$ cat config.mk
export PLATFORM = sky130hd
export DESIGN_NAME = uart_cmd_parser
export DESIGN_NICKNAME = d
export VERILOG_FILES = /design/src/rtl/uart_cmd_parser.sv
export SDC_FILE = /design/constraint.sdc
export NUM_CORES = 1
export LEC_CHECK = 0
export ABC_AREA = 0
export BUFFER_PORTS_ARGS = -buffer_cell sky130_fd_sc_hd__buf_2
export CORE_ASPECT_RATIO = 2
export CORE_UTILIZATION = 46
export DETAILED_ROUTE_END_ITERATION = 8
export HOLD_SLACK_MARGIN = 0.03
export PLACE_DENSITY = 0.65
export REMOVE_ABC_BUFFERS = 1
export SYNTH_ARGS = -nofsm -noshare
export SYNTH_HDL_FRONTEND = slang
export SYNTH_SLANG_ARGS = --single-unit
export TNS_END_PERCENT = 10
$ cat constraint.sdc
create_clock -name clk -period 3.48 [get_ports clk]
set_input_delay 0.696 -clock clk [delete_from_list [all_inputs] [get_ports clk]]
set_output_delay 0.696 -clock clk [all_outputs]
set_load 0.01 [all_outputs]
$ cat src/rtl/uart_cmd_parser.sv
// -----------------------------------------------------------------------------
// uart_cmd_parser
//
// Turns a byte stream from a UART receiver into register writes. A frame is
// five bytes: SYNC_BYTE, ADDR, DATA_H, DATA_L, CHK, where
// CHK = ADDR ^ DATA_H ^ DATA_L. A good frame produces one wr_en strobe. A bad
// checksum produces one err_chk pulse. If the gap between bytes inside a frame
// is too long, the module produces one err_tout pulse and drops the frame.
//
// Parameters
//   TIMEOUT_CLKS : maximum clk cycles allowed between consecutive frame bytes
//   SYNC_BYTE    : frame start marker
//
// Ports
//   clk      in   system clock, rising edge
//   rst_n    in   synchronous active-low reset
//   rx_dv    in   single-cycle byte-valid strobe
//   rx_byte  in   [7:0] received byte, valid with rx_dv
//   wr_en    out  single-cycle register-write strobe
//   wr_addr  out  [7:0] register address, holds last committed value
//   wr_data  out  [15:0] register data, holds last committed value
//   err_chk  out  single-cycle checksum-error pulse
//   err_tout out  single-cycle inter-byte timeout pulse
//   busy     out  high while a frame is in progress
// -----------------------------------------------------------------------------
module uart_cmd_parser #(
    parameter int unsigned TIMEOUT_CLKS = 8680,
    parameter logic [7:0]  SYNC_BYTE    = 8'hA5
) (
    input  logic        clk,
    input  logic        rst_n,
    input  logic        rx_dv,
    input  logic [7:0]  rx_byte,
    output logic        wr_en,
    output logic [7:0]  wr_addr,
    output logic [15:0] wr_data,
    output logic        err_chk,
    output logic        err_tout,
    output logic        busy
);

    localparam int unsigned    CNT_W    = $clog2(TIMEOUT_CLKS + 1);
    localparam logic [CNT_W-1:0] CNT_TERM = CNT_W'(TIMEOUT_CLKS - 1);

    typedef enum logic [2:0] {
        S_IDLE,
        S_ADDR,
        S_DATH,
        S_DATL,
        S_CHK
    } state_t;

    state_t           state, state_d;
    logic [CNT_W-1:0] cnt, cnt_d;
    logic [7:0]       addr_q, addr_d;
    logic [15:0]      data_q, data_d;
    logic             wr_en_d, err_chk_d, err_tout_d;
    logic [7:0]       wr_addr_d;
    logic [15:0]      wr_data_d;

    assign busy = (state != S_IDLE);

    // Next-state and next-output logic.
    always_comb begin
        // NOTE: every signal written here gets a default first so that no path
        // leaves it unassigned; otherwise synthesis infers a latch.
        state_d    = state;
        cnt_d      = cnt;
        addr_d     = addr_q;
        data_d     = data_q;
        wr_en_d    = 1'b0;
        err_chk_d  = 1'b0;
        err_tout_d = 1'b0;
        wr_addr_d  = wr_addr;
        wr_data_d  = wr_data;

        if (rx_dv) begin
            // A byte always wins over the timeout, even at terminal count.
            cnt_d = '0;
            unique case (state)
                S_IDLE: begin
                    // Only the sync byte opens a frame. Other bytes are dropped
                    // without any error.
                    if (rx_byte == SYNC_BYTE) begin
                        state_d = S_ADDR;
                    end
                end
                S_ADDR: begin
                    addr_d  = rx_byte;
                    state_d = S_DATH;
                end
                S_DATH: begin
                    data_d[15:8] = rx_byte;
                    state_d      = S_DATL;
                end
                S_DATL: begin
                    data_d[7:0] = rx_byte;
                    state_d     = S_CHK;
                end
                S_CHK: begin
                    if (rx_byte == (addr_q ^ data_q[15:8] ^ data_q[7:0])) begin
                        wr_en_d   = 1'b1;
                        wr_addr_d = addr_q;
                        wr_data_d = data_q;
                    end else begin
                        err_chk_d = 1'b1;
                    end
                    state_d = S_IDLE;
                end
                default: state_d = S_IDLE;
            endcase
        end else if (state != S_IDLE) begin
            if (cnt == CNT_TERM) begin
                err_tout_d = 1'b1;
                state_d    = S_IDLE;
                cnt_d      = '0;
            end else begin
                cnt_d = cnt + CNT_W'(1);
            end
        end else begin
            cnt_d = '0;
        end
    end

    // State and output registers. All outputs are registered, so each strobe
    // appears one clk after the rx_dv that caused it.
    always_ff @(posedge clk) begin
        // NOTE: sequential state uses non-blocking (<=) so every register
        // samples the pre-edge value of every other register.
        if (!rst_n) begin
            state    <= S_IDLE;
            cnt      <= '0;
            addr_q   <= '0;
            data_q   <= '0;
            wr_en    <= 1'b0;
            err_chk  <= 1'b0;
            err_tout <= 1'b0;
            wr_addr  <= '0;
            wr_data  <= '0;
        end else begin
            state    <= state_d;
            cnt      <= cnt_d;
            addr_q   <= addr_d;
            data_q   <= data_d;
            wr_en    <= wr_en_d;
            err_chk  <= err_chk_d;
            err_tout <= err_tout_d;
            wr_addr  <= wr_addr_d;
            wr_data  <= wr_data_d;
        end
    end

endmodule
==> metrics.md, run 1 <==
| Metric | Value |
|---|---|
| Final instance area | `3370 µm²` |
| Status | `finished with violations` |
| Cells on worst reg2reg path | `6` |
| Lkg Pwr | `0.00122 µW` |
| Routability Congestion | `0.751` |
| Syn Std Cell Area | `2880 µm²` |
| Die Footprint | `6600 µm²` |
| Worst Path Class, Setup | `input port to flip-flop` |
| Worst-Margin Slew | `0.713 ns` |
| Final hold violation count | `0` |
| Synth area leader | `dfxtp_1` |
| Clk root buf | `clkbuf_16` |
| Hold endpoint | `cnt[0]` |
| Largest net degree at the start of global routing | `51` |
| First-pass GRT wire length | `9690 µm` |
| Worst vdd ir | `302 µV` |
| Synth Register Bits | `68` |
| Die W | `57.9 µm` |
| DP Wirelength | `4090 µm` |
| Yosys Warn Count | `0` |
| Wire per inst | `13.2 µm` |
| Worst-path fanout max | `22` |
| Main synth FF type | `dfxtp_1` |
| Clk Latency, worst-skew pair | `0.33 ns` |
| Max layer used | `met4` |
| 1st-iter DRT viols | `99` |
| Ys async rst share | `0%` |
| Crit. End Element | `flip-flop` |
| Initial Util | `47.9%` |
| Hold Startpoint | `cnt[0]` |
| Hold Buf Count CTS | `0` |
| Cell variety after synth | `32` |
| Clk buf depth | `2` |
| CTS buffer count | `9` |
| Metal1 wirelength | `2330 µm` |
| Vias | `2223` |
| DRT antenna net count | `0` |
| Initial antenna violation count | `0` |
| Hold Crit Class | `flip-flop to flip-flop` |
| Top-count cell post-synth | `nand2_1` |
| PortBufs | `38` |
| Detailed Route WL | `5790 µm` |
| Layout net count | `383` |
| Synth top cells by count | `105 x nand2_1, 68 x dfxtp_1, 28 x a21oi_1, 24 x mux2i_1, 23 x nor2_1` |
| Crit Reg-Reg Startpoint | `addr_q[4]` |
| Element type at the critical path start | `input port` |
| Minimum clock period | `2.02 ns` |
| # Max-Cap Violations | `0` |
| Drt drc | `5` |
| DR pass1 iterations | `6` |
| Failing checks | `design-rule violations` |
| Die Y | `114 µm` |
| R2r setup slk | `1.54 ns` |
| CTS H-tree lvls | `3` |
| Clock transition at path regs | `0.05 ns` |
| Post-cts resize count | `0` |
| CTS Sinks | `68` |
| Setup_tns | `0 ns` |
| Gate Count Post-Synth | `336` |
| Post-synth EDFFs | `0` |
| Final Skew | `0.00602 ns` |
| Met2 wire length | `3170 µm` |
| Grt ovf | `0` |
| Synth top area cells | `dfxtp_1 47%, nand2_1 14%, mux2i_1 8.3%` |
| Post-CTS setup buffer count | `0` |
| WL met3 | `196 µm` |
| Crit Reg-Reg Endpoint | `wr_data[7]` |
| Placed cell areas | `3080 µm²` |
| Final period util | `58.0%` |
| Core footprint | `6010 µm²` |
| Inserted Diodes | `0` |
| DR vias/cell | `5.06` |
| Fmax | `496 MHz` |
| Crit path DAT | `2.27 ns` |
| Post-synth top area share | `47.3%` |
| Finish-stage setup viols | `0` |
| Share of cells above drive strength 1 | `16.2%` |
| Vias in the first global route | `2163` |
| Std-Cell Rows | `40` |
| Relative slew slack | `52.2%` |
| Synthesized area per cell | `8.56 µm²` |
| Critical Path RT | `3.73 ns` |
| Slew Viols, Final | `0` |
| I/O pin count | `39` |
| WHS Path Cells | `1` |
| RSZ-0062 raised after global routing | `no` |
| GRT Total Usage | `19.4%` |
| CTS tree | `yes` |
| Register area share after synthesis | `47.3%` |
| Power per Cell Area | `503 nW/µm²` |
| Synth-to-layout area growth | `17.1%` |
[sequential cells by signal (all words and copies together), names as in the netlist]
name,flops
err_tout,1
wr_en,1
wr_addr,8
addr_q,8
err_chk,1
data_q,16
state,3
cnt,14
wr_data,16
[per-stage QoR]
| step | utilization, % | hold WS, ns | worst slack [ns] | power, µW | cells |
|---|---|---|---|---|---|
| 2_1_floorplan | - | 0.418 | 1.04 | 813 | 320 |
| 3_3_place_gp | 51.2 | 0.426 | 1.16 | 839 | 423 |
| 3_5_place_dp | 51.2 | 0.444 | 1.07 | 840 | 423 |
| 4_1_cts | 56.1 | 0.454 | 1.43 | 1720 | 439 |
| 5_1_grt | 56.1 | 0.472 | 1.34 | 1750 | 439 |
| 6_report | 56.1 | 0.451 | 1.46 | 1700 | 439 |
[layout make-up]
type                       count  area, µm²
multi-input combinational    249       1420
clock buffer                   9        225
clock inverter                 7       67.6
sequential                    68       1360
fill                         574       2640
inverter                       3       11.3
tap                           63       78.8
timing repair buffer          40        205
[metal layers]
layer | global-route usage [%] | vias up
met3 | 4.65 | 7
li1 | - | 1167
met4 | 9.05 | 0
met1 | 20.8 | 1015
met5 | 0 | -
met2 | 34.6 | 34
[layout by cell type (no fill, tap or decap), types with 2 or more instances in the layout]
master	count
a21oi_1	28
clkinv_2	3
or3_1	2
clkbuf_16	9
inv_1	2
and3_1	4
nand3b_1	2
buf_4	2
clkinvlp_4	3
nand3_1	5
nor3_1	2
xor2_1	11
nor2b_1	2
nor3b_1	2
xnor2_1	22
nor2_1	23
dfxtp_1	68
xnor2_2	2
buf_2	38
mux2i_1	24
nand4_1	4
nand2_1	105
[cells by family (layout without fill, tap and decap cells)]
logic type / Yosys count / count (layout) / synth area share, %
and+or+nand+nor: 159 / 159 / 24.2
buffers and inverters: 19 / 59 / 3.30
DFF: 68 / 68 / 47.3
muxes: 24 / 24 / 8.35
adders and majority gates: 1 / 1 / 0.435
xor gates and xnor gates: 35 / 35 / 11.2
AOI/OAI and AO/OA: 30 / 30 / 5.26
[power breakdown]
group	internal, µW	switching [µW]	leakage [µW]
clock	549	324	0.000137
sequential	779	0.170	0.000547
combinational	13.7	29.5	0.000540
[worst max-delay path by stage]
stage / endpoint / slack [ns] / start / depth (start not counted)
after floorplan: wr_addr[0] / 1.04 / rx_byte[4] / 5
after global placement: wr_data[9] / 1.16 / rx_byte[4] / 7
after detailed placement: wr_data[7] / 1.07 / rx_byte[1] / 7
after CTS: wr_data[7] / 1.43 / rx_byte[1] / 7
after global routing: wr_addr[5] / 1.34 / rx_byte[0] / 7
final: wr_data[7] / 1.46 / rx_byte[4] / 7
[worst max-delay path: stages]
cell and delay, ns:
buf_2 0.14, xnor2_1 0.22, xnor2_2 0.15, nand4_2 0.18
nor3_4 0.25, buf_4 0.38, mux2i_1 0.24
(Power assumes the default switching activity.)
==> run 2, diff against run 1 <==
==> constraint.sdc (replaced) <==
create_clock -name clk -period 1.9 [get_ports clk]
set_input_delay 0.38 -clock clk [delete_from_list [all_inputs] [get_ports clk]]
set_output_delay 0.38 -clock clk [all_outputs]
set_load 0.01 [all_outputs]
==> run 2 against run 1 <==
- the run still ends with design-rule violations left
- critical path type is now flip-flop to flip-flop
- sequential cell count stayed put
- cell count rose by 1.8%
- die area unchanged
- total power rose by 77%
- final area grew 2.1%
- wire length increased by 2.0%
- register-to-register slack got worse by 1.4 ns
- global-route usage increased by 0.85 points
- largest cell class unchanged
- critical path depth fell by 1
- sequential power grew 84%
- clock-buffer cell count rose by 4
- non-clock buffer count grew 9
==> metrics.md, run 2 (synthesized netlist as in run 1, its figures left out) <==
| Metric | Value |
|---|---|
| Status | `finished with violations` |
| Failing checks | `design-rule violations` |
| Clk root buf | `clkbuf_16` |
| Clock power share | `49.5%` |
| Net switching power | `600 µW` |
| Reg area | `1360 µm²` |
| GRT Total Usage | `20.2%` |
| Clk Latency, worst-skew pair | `0.32 ns` |
| Power per Cell Area | `873 nW/µm²` |
| Worst vdd ir | `481 µV` |
| Setup WS post-layout | `0.134 ns` |
| Largest net degree at the start of global routing | `40` |
| WP buf/inv | `1` |
| Drt drc | `5` |
| Logic pwr share | `2.9%` |
| Post-CTS setup buffer count | `0` |
| DR pass1 iterations | `6` |
| Top Registers | `data_q x16, wr_data x16, cnt x14` |
| Initial antenna violation count | `0` |
| Relative slew slack | `68.3%` |
| Slew Viols, Final | `0` |
| Critical Path Source | `data_q[9]` |
| CTS Sinks | `68` |
| PortBufs | `38` |
| Std-Cell Rows | `40` |
| CTS H-tree lvls | `3` |
| Worst-path fanout max | `13` |
| Final Skew | `0.00510 ns` |
| Placed cell areas | `3170 µm²` |
| Share of cells above drive strength 1 | `17.4%` |
| Hold Startpoint | `rx_byte[0]` |
| Filler cell count | `558` |
| Critical-path cell list | `xnor2_1, xnor2_1, nand4_1, nor3_4, buf_12, mux2i_1` |
| Finished Core Util | `57.3%` |
| Area of the multi-input gates | `1420 µm²` |
| Crit. End Element | `flip-flop` |
| CP max stage cell | `dfxtp_1` |
| Initial Util | `47.9%` |
| Clk buf depth | `2` |
| Detailed Route WL | `5900 µm` |
| Lkg Pwr | `0.00127 µW` |
| # Max-Cap Violations | `0` |
| Routability Congestion | `0.801` |
| Total power | `3000 µW` |
| Synth-to-layout area growth | `19.6%` |
| First-pass GRT wire length | `10100 µm` |
| Post-cts resize count | `0` |
| Minimum clock period | `1.77 ns` |
| Die Y | `114 µm` |
| Fmax | `566 MHz` |
| Vias | `2265` |
| Element type at the critical path start | `flip-flop` |
| Finish-stage setup viols | `0` |
| Worst Path Class, Setup | `flip-flop to flip-flop` |
| Sw Ratio | `20.0%` |
| CTS tree | `yes` |
| Layout net count | `392` |
| Worst-Margin Slew | `0.472 ns` |
| DP Wirelength | `4330 µm` |
| Reg power frac | `47.6%` |
| Grt ovf | `0` |
| Cell mode on critical path | `xnor2_1` |
| Final hold violation count | `0` |
| Vias in the first global route | `2279` |
| CP peak stage delay | `0.33 ns` |
| Critical Path RT | `2.15 ns` |
| I/O pin count | `39` |
| CTS buffer count | `9` |
| Final period util | `92.9%` |
| Hold Crit Class | `input port to flip-flop` |
| Wire per inst | `13.2 µm` |
| DR vias/cell | `5.07` |
| Crit Reg-Reg Startpoint | `data_q[9]` |
| RSZ-0062 raised after global routing | `no` |
| Core footprint | `6010 µm²` |
| Int Pwr | `2400 µW` |
| Non-filler instance count after layout | `447` |
| Crit path DAT | `2.01 ns` |
| DRT antenna net count | `0` |
| Hold Buf Count CTS | `0` |
| Die Footprint | `6600 µm²` |
| Critical path's top delay family | `simple AND/OR/NAND/NOR gates` |
| 1st-iter DRT viols | `94` |
| Most frequent cells in the layout | `105 x nand2_1, 68 x dfxtp_1, 38 x buf_2, 28 x a21oi_1, 24 x mux2i_1` |
| Inserted Diodes | `0` |
| Clock transition at path regs | `0.05 ns` |
| Final instance area | `3440 µm²` |
| Post-Place Cells | `432` |
| Die W | `57.9 µm` |
| Most common cell after layout, fill and taps aside | `nand2_1` |
| Pre-CTS setup slack | `-0.0176 ns` |
-- run 2: path summary, 6_finish.rpt --
kind	end	slack, ns	cells after the start
worst max register to register	wr_data[5]	0.13	6
worst max-delay path	wr_data[5]	0.13	6
worst min register to register	cnt[0]	0.45	1
worst min-delay path	addr_q[0]	0.35	3
-- run 2: cell type report --
class	count	area share (%)
multi-input combinational	249	41.3
sequential	68	39.6
timing repair buffer	49	8.65
clock buffer	13	7.56
tap	63	2.29
inverter	3	0.327
clock inverter	2	0.291
-- run 2: routing by layer --
| layer | vias to the layer above | track usage (%) | share of wire, % |
|---|---|---|---|
| met3 | 10 | 5.44 | 3.7 |
| li1 | 1179 | - | - |
| met4 | 0 | 11.9 | 2.4 |
| met1 | 1041 | 19.9 | 40 |
| met2 | 35 | 36.5 | 54 |
| met5 | - | 0 | 0 |
-- run 2: power groups by stage --
stage	combinational, µW	clock [µW]	sequential (µW)
5_1_grt	96.0	1580	1430
3_3_place_gp	88.7	0	1460
2_1_floorplan	32.1	0	1460
4_1_cts	89.7	1520	1430
6_report	88.6	1490	1430
3_5_place_dp	89.4	0	1460
-- run 2: per-stage QoR --
step                hold WS (ns)  TNS, ns
floorplan                  0.418    -5.50
global placement           0.425        0
detailed placement         0.442  -0.0238
CTS                        0.333        0
global route               0.345        0
finish                     0.345        0
-- run 2: worst register-to-register path, stage by stage (launching register included) --
cell,delay (ns)
dfxtp_1,0.33
xnor2_1,0.15
xnor2_1,0.26
nand4_1,0.25
nor3_4,0.28
buf_12,0.20
mux2i_1,0.22
